`src/rtl/wl_core_data_demux.sv`:
```
// wl_pkg: reqrsp bus types and the NAPOT memory map seen by the core LSU.
// wl_core_data_demux: routes the core LSU reqrsp channel to data memory, the
// CSR file and the HWPE configuration port. A route FIFO records the target
// of every accepted request so that responses return strictly in order.
// Build option: WL_DEMUX_ERR_SLV_EN routes unmapped addresses to an internal
// error slave; without it unmapped addresses fall through to data memory.

package wl_pkg;

    typedef struct packed {
        logic [31:0] addr;
        logic        write;
        logic [31:0] data;
        logic [3:0]  strb;
        logic [1:0]  size;
    } core_data_req_chan_t;

    typedef struct packed {
        logic [31:0] data;
        logic        error;
    } core_data_rsp_chan_t;

    typedef struct packed {
        core_data_req_chan_t q;
        logic                q_valid;
        logic                p_ready;
    } core_data_req_t;

    typedef struct packed {
        core_data_rsp_chan_t p;
        logic                p_valid;
        logic                q_ready;
    } core_data_rsp_t;

    localparam logic [31:0] DMEM_BASE = 32'h0002_0000;
    localparam logic [31:0] DMEM_SIZE = 32'h0000_0200;
    localparam logic [31:0] CSR_BASE  = 32'h0004_0000;
    localparam logic [31:0] CSR_SIZE  = 32'h0000_0004;
    localparam logic [31:0] HWPE_BASE = 32'h0008_0000;
    localparam logic [31:0] HWPE_SIZE = 32'h0000_1000;

endpackage

module wl_core_data_demux #(
    parameter int unsigned NumOutstanding  = 4,
    parameter type         core_data_req_t = wl_pkg::core_data_req_t,
    parameter type         core_data_rsp_t = wl_pkg::core_data_rsp_t
) (
    input  logic           clk_i,
    input  logic           rst_ni,
    input  core_data_req_t core_req_i,
    output core_data_rsp_t core_rsp_o,
    output core_data_req_t dmem_req_o,
    input  core_data_rsp_t dmem_rsp_i,
    output core_data_req_t csr_req_o,
    input  core_data_rsp_t csr_rsp_i,
    output core_data_req_t hwpe_req_o,
    input  core_data_rsp_t hwpe_rsp_i,
    output logic           busy_o
);

    localparam int unsigned PtrW = (NumOutstanding > 1) ? $clog2(NumOutstanding) : 1;
    localparam int unsigned CntW = $clog2(NumOutstanding + 1);

    localparam logic [1:0] TGT_DMEM = 2'd0;
    localparam logic [1:0] TGT_CSR  = 2'd1;
    localparam logic [1:0] TGT_HWPE = 2'd2;
`ifdef WL_DEMUX_ERR_SLV_EN
    localparam logic [1:0] TGT_ERR      = 2'd3;
    localparam logic [1:0] TGT_UNMAPPED = TGT_ERR;
`else
    // DMEM only decodes the low address bits, so stray accesses alias into it.
    localparam logic [1:0] TGT_UNMAPPED = TGT_DMEM;
`endif

    logic [1:0]      sel_idx;
    logic [1:0]      head_idx;
    logic            sel_q_ready;
    logic            push;
    logic            pop;
    logic            fifo_full;
    logic            fifo_empty;
    logic [PtrW-1:0] wr_ptr;
    logic [PtrW-1:0] rd_ptr;
    logic [CntW-1:0] fill_cnt;
    logic [1:0]      route_q [NumOutstanding];

    function automatic logic napot_hit(input logic [31:0] addr,
                                       input logic [31:0] base,
                                       input logic [31:0] size);
        return (addr & ~(size - 32'd1)) == base;
    endfunction

    function automatic logic [PtrW-1:0] ptr_next(input logic [PtrW-1:0] ptr);
        if (ptr == PtrW'(NumOutstanding - 1)) begin
            return '0;
        end
        return ptr + PtrW'(1);
    endfunction

    assign fifo_full  = (fill_cnt == CntW'(NumOutstanding));
    assign fifo_empty = (fill_cnt == '0);
    assign head_idx   = route_q[rd_ptr];
    assign busy_o     = ~fifo_empty;

    // Address decode of the request currently presented by the core.
    always_comb begin
        sel_idx = TGT_UNMAPPED;
        if (napot_hit(core_req_i.q.addr, wl_pkg::DMEM_BASE, wl_pkg::DMEM_SIZE)) begin
            sel_idx = TGT_DMEM;
        end else if (napot_hit(core_req_i.q.addr, wl_pkg::CSR_BASE, wl_pkg::CSR_SIZE)) begin
            sel_idx = TGT_CSR;
        end else if (napot_hit(core_req_i.q.addr, wl_pkg::HWPE_BASE, wl_pkg::HWPE_SIZE)) begin
            sel_idx = TGT_HWPE;
        end
    end

    // Broadcast the payload, steer q_valid to the decoded target and p_ready to the FIFO head.
    always_comb begin
        dmem_req_o         = core_req_i;
        csr_req_o          = core_req_i;
        hwpe_req_o         = core_req_i;
        dmem_req_o.q_valid = 1'b0;
        csr_req_o.q_valid  = 1'b0;
        hwpe_req_o.q_valid = 1'b0;
        dmem_req_o.p_ready = 1'b0;
        csr_req_o.p_ready  = 1'b0;
        hwpe_req_o.p_ready = 1'b0;

        case (sel_idx)
            TGT_DMEM: sel_q_ready = dmem_rsp_i.q_ready;
            TGT_CSR:  sel_q_ready = csr_rsp_i.q_ready;
            TGT_HWPE: sel_q_ready = hwpe_rsp_i.q_ready;
            // The internal error slave never stalls.
            default:  sel_q_ready = 1'b1;
        endcase

        if (rst_ni && !fifo_full) begin
            case (sel_idx)
                TGT_DMEM: dmem_req_o.q_valid = core_req_i.q_valid;
                TGT_CSR:  csr_req_o.q_valid  = core_req_i.q_valid;
                TGT_HWPE: hwpe_req_o.q_valid = core_req_i.q_valid;
                default:  ;
            endcase
        end

        if (rst_ni && !fifo_empty) begin
            case (head_idx)
                TGT_DMEM: dmem_req_o.p_ready = core_req_i.p_ready;
                TGT_CSR:  csr_req_o.p_ready  = core_req_i.p_ready;
                TGT_HWPE: hwpe_req_o.p_ready = core_req_i.p_ready;
                default:  ;
            endcase
        end
    end

    // Core-facing handshake: q_ready from the decoded target, response from the FIFO head.
    always_comb begin
        core_rsp_o = '0;
        if (rst_ni) begin
            core_rsp_o.q_ready = sel_q_ready & ~fifo_full;
            if (!fifo_empty) begin
                case (head_idx)
                    TGT_DMEM: begin
                        core_rsp_o.p       = dmem_rsp_i.p;
                        core_rsp_o.p_valid = dmem_rsp_i.p_valid;
                    end
                    TGT_CSR: begin
                        core_rsp_o.p       = csr_rsp_i.p;
                        core_rsp_o.p_valid = csr_rsp_i.p_valid;
                    end
                    TGT_HWPE: begin
                        core_rsp_o.p       = hwpe_rsp_i.p;
                        core_rsp_o.p_valid = hwpe_rsp_i.p_valid;
                    end
`ifdef WL_DEMUX_ERR_SLV_EN
                    TGT_ERR: begin
                        core_rsp_o.p_valid = 1'b1;
                        core_rsp_o.p.error = 1'b1;
                    end
`endif
                    default: ;
                endcase
            end
        end
    end

    // q_ready already includes ~full, so a full FIFO refuses a push even on a pop cycle.
    assign push = core_req_i.q_valid & core_rsp_o.q_ready;
    assign pop  = core_rsp_o.p_valid & core_req_i.p_ready;

    // Route FIFO storage: one target index per accepted request.
    always_ff @(posedge clk_i or negedge rst_ni) begin
        if (!rst_ni) begin
            for (int i = 0; i < NumOutstanding; i++) begin
                route_q[i] <= '0;
            end
        end else if (push) begin
            route_q[wr_ptr] <= sel_idx;
        end
    end

    // Route FIFO pointers and fill count.
    always_ff @(posedge clk_i or negedge rst_ni) begin
        if (!rst_ni) begin
            wr_ptr   <= '0;
            rd_ptr   <= '0;
            fill_cnt <= '0;
        end else begin
            if (push) begin
                wr_ptr <= ptr_next(wr_ptr);
            end
            if (pop) begin
                rd_ptr <= ptr_next(rd_ptr);
            end
            case ({push, pop})
                2'b10:   fill_cnt <= fill_cnt + CntW'(1);
                2'b01:   fill_cnt <= fill_cnt - CntW'(1);
                default: fill_cnt <= fill_cnt;
            endcase
        end
    end

    // Fill count must stay within the FIFO depth.
    always @(posedge clk_i) begin
        if (rst_ni) begin
            assert (fill_cnt <= CntW'(NumOutstanding))
                else $error("route fifo overflow");
            assert (!(fifo_full && push))
                else $error("push into full route fifo");
        end
    end

endmodule

```
`config.mk`:
```
export PLATFORM = sky130hd
export DESIGN_NAME = wl_core_data_demux
export DESIGN_NICKNAME = d
export VERILOG_FILES = /design/src/rtl/wl_core_data_demux.sv
export SDC_FILE = /design/constraint.sdc
export NUM_CORES = 1
export LEC_CHECK = 0
export ABC_AREA = 1
export CAP_MARGIN = 15
export CORE_AREA = 2 2 167 169
export CTS_BUF_LIST = sky130_fd_sc_hd__clkbuf_8
export DETAILED_ROUTE_END_ITERATION = 10
export DIE_AREA = 0 0 169 171
export PLACE_DENSITY_LB_ADDON = 0.15
export SYNTH_ARGS = -nofsm -noshare
export SYNTH_HDL_FRONTEND = slang
export SYNTH_SLANG_ARGS = --single-unit
```
`constraint.sdc`:
```
create_clock -name clk_i -period 2.8 [get_ports clk_i]
set_input_delay 0.56 -clock clk_i [delete_from_list [all_inputs] [get_ports clk_i]]
set_output_delay 0.56 -clock clk_i [all_outputs]
set_load 0.03 [all_outputs]
```
* Yosys cells after proc, flatten, opt, wreduce, memory -nomap -nowiden
Index checks and enable logic that the tools add are counted.
** Storage, ports and cells
- Flip-flop bits (word level) :: 15
- Logic and storage cells :: 76
- Input bits :: 180
** Operators by class
- Muxes and demuxes :: 34
- Reductions and logical operators :: 9
- Bitwise gates (word level) :: 7
- Equality and inequality tests :: 12
- $lt $le $gt $ge :: 3
- $add $sub $neg :: 4
** Operators by type and width (count)
- $pmux 34 s3 :: 1
- $mux 35 :: 1
- $mux 34 :: 1
- $eq 30x17->1 const B :: 1
- $eq 23x9->1 const B :: 1
- $eq 20x8->1 const B :: 1
- $mux 2 :: 10
- $mux 1 :: 16
- $eq 2x2->1 const B :: 5
- $bwmux 8 :: 1
- $eq 2x1->1 const B :: 3
- $ge 3x3->1 const B :: 2
- $not 2->3 :: 2
- $pmux 3 s2 :: 1
- $add 2x1->2 const B :: 2
- $bmux 2 s2 :: 1
- $demux 2 s2 :: 1
- $logic_not 2->1 :: 2
- $add 3x1->3 const B :: 1
- $and 1x1->1 :: 3
- $eq 3x3->1 const B :: 1
- $logic_and 1x1->1 :: 3
- $logic_not 3->1 :: 1
- $lt 3x1->1 const B :: 1
- other kinds (5) :: 7

* Longest topological paths before layout
- Depth after elaboration :: 11
- Depth in mapped cells :: 18

* Worst setup path after synthesis
No wires, ideal clock.
- Path type :: input port to output port
- Start :: input core_req_i[68] (netlist name)
- End :: output core_rsp_o[0] (netlist name)
- Arrival time :: 1.869 ns
- Data required time :: 2.240 ns
- Setup slack :: 0.371 ns
- Cell stages on the path :: 10
- Cells stage by stage :: nor2_1 -> nand2_1 -> nor2_1 -> nand3_1 -> inv_1 -> nand2_1 -> nand3_2 -> buf_4 -> nand2_1 -> nor2_1
** RTL lines
- from (decl) :: RTL line 51 : input core_data_req_t core_req_i,
- to (decl) :: RTL line 52 : output core_data_rsp_t core_rsp_o,

==> flow_summary.toml <==
[run_status]
status = "complete, no violations"

[global_routing]
grt_pass1_vias = 3854
antenna_found_initial = 0
grt_pass1_wl_um = 20800
grtUsageTotal_pct = 9.01
grt_max_degree = 34
overflow = 0

[clock_tree]
cts_made_buffers = 3
cts_tree = "yes"
ctsLongestPathBuffers = 2
hold_buffers = 0
clkTransAtPathRegs_ns = 0.07
htree_levels = 1
clk_latency_ns = 0.25
root_buffer = "clkbuf_8"
cts_sinks = 15

[power]
seq_power_share_pct = 12.7
sw_frac_of_total_pct = 52.7
p_leak_nw = 2.77
p_sw_w = 0.00137
comb_power_share_pct = 80.2
internal_power_w = 0.00123
power.density_nw_per_um2 = 461
max-vdd-ir-drop_mv = 0.153
power.share.clock_pct = 7.1

[logic_synthesis]
synth.largest_area_cell = "buf_4"
yosysSeqAreaShare_pct = 9.87
synthCells = 630
synth-edff-count = 0
muxShareOfSynthArea_pct = 0
synthAdderAreaFrac_pct = 2.50
synth.avg_cell_area_sq_um = 6.04
ys_warn_count = 0
synthFlopType = "dfrtp_1"
yosysUniqueCellTypes = 28
synth-async-reset-ratio_pct = 100
synth.top_cell.area_share_pct = 43.4
synth_common_cells = "buf_4, nand2_1, inv_1"
synth-seq-cells = 15
synth_top_family_by_area = "buffers and inverters"
synthesis.area_sq_um = 3800
post-synth-top-count-cell = "buf_4"
syn-num-nets = 817
synthXorXnorAreaFrac_pct = 0.461
synthTopCellsByArea = "buf_4, nand2_1, dfrtp_1, nand3_1, inv_1"
synth-compound-area-share_pct = 1.02
synthSimpleGateAreaFrac_pct = 34.2

[sta]
layout_setup_ws_ns = 0.136
fin_crit_ns = 2.66
max_freq_ghz = 0.375
slew_violations = 0
slew_headroom_pct = 73.8
timing.final.crit_share_pct = 95.2
final-setup-viol-count = 0
clock_skew_ns = 0.00429
rsz0062_at_grt = "true"
tightestPinTransition_ns = 0.392
final_hold_viol_count = 0

[placement]
io_buffers = 270
dpl-instance-area_sq_um = 5520
dp_hpwl_um = 11500
dpl.cell_count = 1064
gp_congestion = 0.700
dp_slack_ns = -0.232

[critical_path]
path_max_fanout = 4
path_class = "input port to output pin"
cp-end-kind = "output pin"
startpoint_type = "input port"
r2r-end = "fill_cnt[2]$_DFFE_PN0P_"
r2r_slack_ns = 0.38
worst_ep_required_time_ns = 2.24
crit_arrival_ns = 2.10
reg2reg_from = "rd_ptr[0]$_DFFE_PN0P_"
rr_worst_depth = 17

[final_layout]
num_antenna_cells = 0
stdcell_area_sq_um = 5640
final_nets = 911
fillCellCount = 3135
fin_cells = 1069
synthToLayoutAreaGrowth_pct = 48.4
drive_gt1_share_pct = 17.2

[route]
wl_met1_um = 5260
highest_layer = "met4"
vias = 3675
drt-pass1-iter-count = 4
wl_um = 13800
wl_met2_um = 6710
first_iter_violations = 80
wl_met3_um = 1660
antenna_left = 0
viasPerCell = 3.44
wire_per_inst_um = 12.9
drc_errors = 0

[min_path]
hold_path_class = "flop to flop"
hold_end = "route_q[0]$_DFFE_PN0P_"
hold_start = "route_q[0]$_DFFE_PN0P_"
min_path_cells = 2

[floorplan]
initial_core_util_pct = 13.9
dieHeight_um = 171
row_count = 61
die_w_um = 169
core_area_sq_um = 27300
ios = 435
dieArea_sq_um = 28900

[run]
drv_cap = 0
## state kept, by name (all words and copies together) (netlist names)
signal,cells
route_q,8
rd_ptr,2
fill_cnt,3
wr_ptr,2
## worst max-delay path, stage by stage
cell and delay, ns:
clkdlybuf4s50_1 0.42, buf_4 0.15, nor2_1 0.08, nand4_1 0.14, nor2_2 0.16, nand3_2 0.10
nand3_4 0.11, nand2_1 0.08, nor2_1 0.11, buf_4 0.18
## final cells by class
type	instances	area, sq um	share of cell area (%)
Timing Repair Buffer	317	3010	53.3
Tap cell	346	433	7.67
Clock buffer	3	41.3	0.732
Inverter	69	265	4.70
Clock inverter	1	5.00	0.0887
Multi-Input combinational cell	318	1510	26.8
Sequential cell	15	377	6.67
## worst max-delay path by stage
stage                         startpoint                 endpoint  cells past startpoint
final                     core_req_i[47]            core_rsp_o[0]                     10
after global routing      core_req_i[60]            core_rsp_o[0]                     12
after CTS                 core_req_i[57]  fill_cnt[2]$_DFFE_PN0P_                     16
after detailed placement  core_req_i[59]  fill_cnt[2]$_DFFE_PN0P_                     15
after global placement    core_req_i[59]  fill_cnt[2]$_DFFE_PN0P_                     15
after floorplan           core_req_i[68]            core_rsp_o[0]                     10
## logic make-up after synthesis
group                      Yosys count
AOI/OAI and AO/OA                    5
xor gates and xnor gates             2
adders and majority gates            7
buffers and inverters              297
DFF                                 15
and+or+nand+nor                    304
## power groups by stage
stage               Combinational, W  Clock [W]  Sequential [W]
floorplan                    0.00164          0        0.000318
global placement             0.00213          0        0.000335
detailed placement           0.00211          0        0.000334
CTS                          0.00212   0.000190        0.000329
global route                 0.00230   0.000199        0.000342
finish                       0.00209   0.000186        0.000330
## cell usage in the layout, fill, tap and decap left out, types with 6 or more instances in the layout
cell type        synthesis  routed
clkdlybuf4s50_1          0     221
nand4_1                 11      11
buf_4                  220      83
nor2_2                   0       8
ha_1                     6       6
inv_1                   65      64
nand3_1                 49      47
nor2_1                  33      24
nand2_1                196     193
dfrtp_1                 15      14
## layer usage
layer | up-vias | track usage, %
li1 | 1871 | -
met1 | 1538 | 9.76
met2 | 239 | 16.8
met3 | 27 | 3.26
met4 | 0 | 1.93
met5 | - | 0
## metrics by stage
step | utilization (%) | hold WS [ns] | power [W] | TNS, ns
after floorplan | - | 0.264 | 0.00195 | 0
after global placement | 20.2 | 0.468 | 0.00247 | -0.473
after detailed placement | 20.2 | 0.464 | 0.00245 | -0.563
after CTS | 20.4 | 0.482 | 0.00264 | 0
after global routing | 20.7 | 0.516 | 0.00284 | -0.0290
final | 20.7 | 0.481 | 0.00260 | 0
## what timing repair did
action | CTS | global route
resized for setup | 10 | 19
endpoints found under the setup margin | 2 | 27
pin swaps | 6 | 7
buffers inserted | 0 | 2
Note: power is estimated with default switching activity, not from simulation.
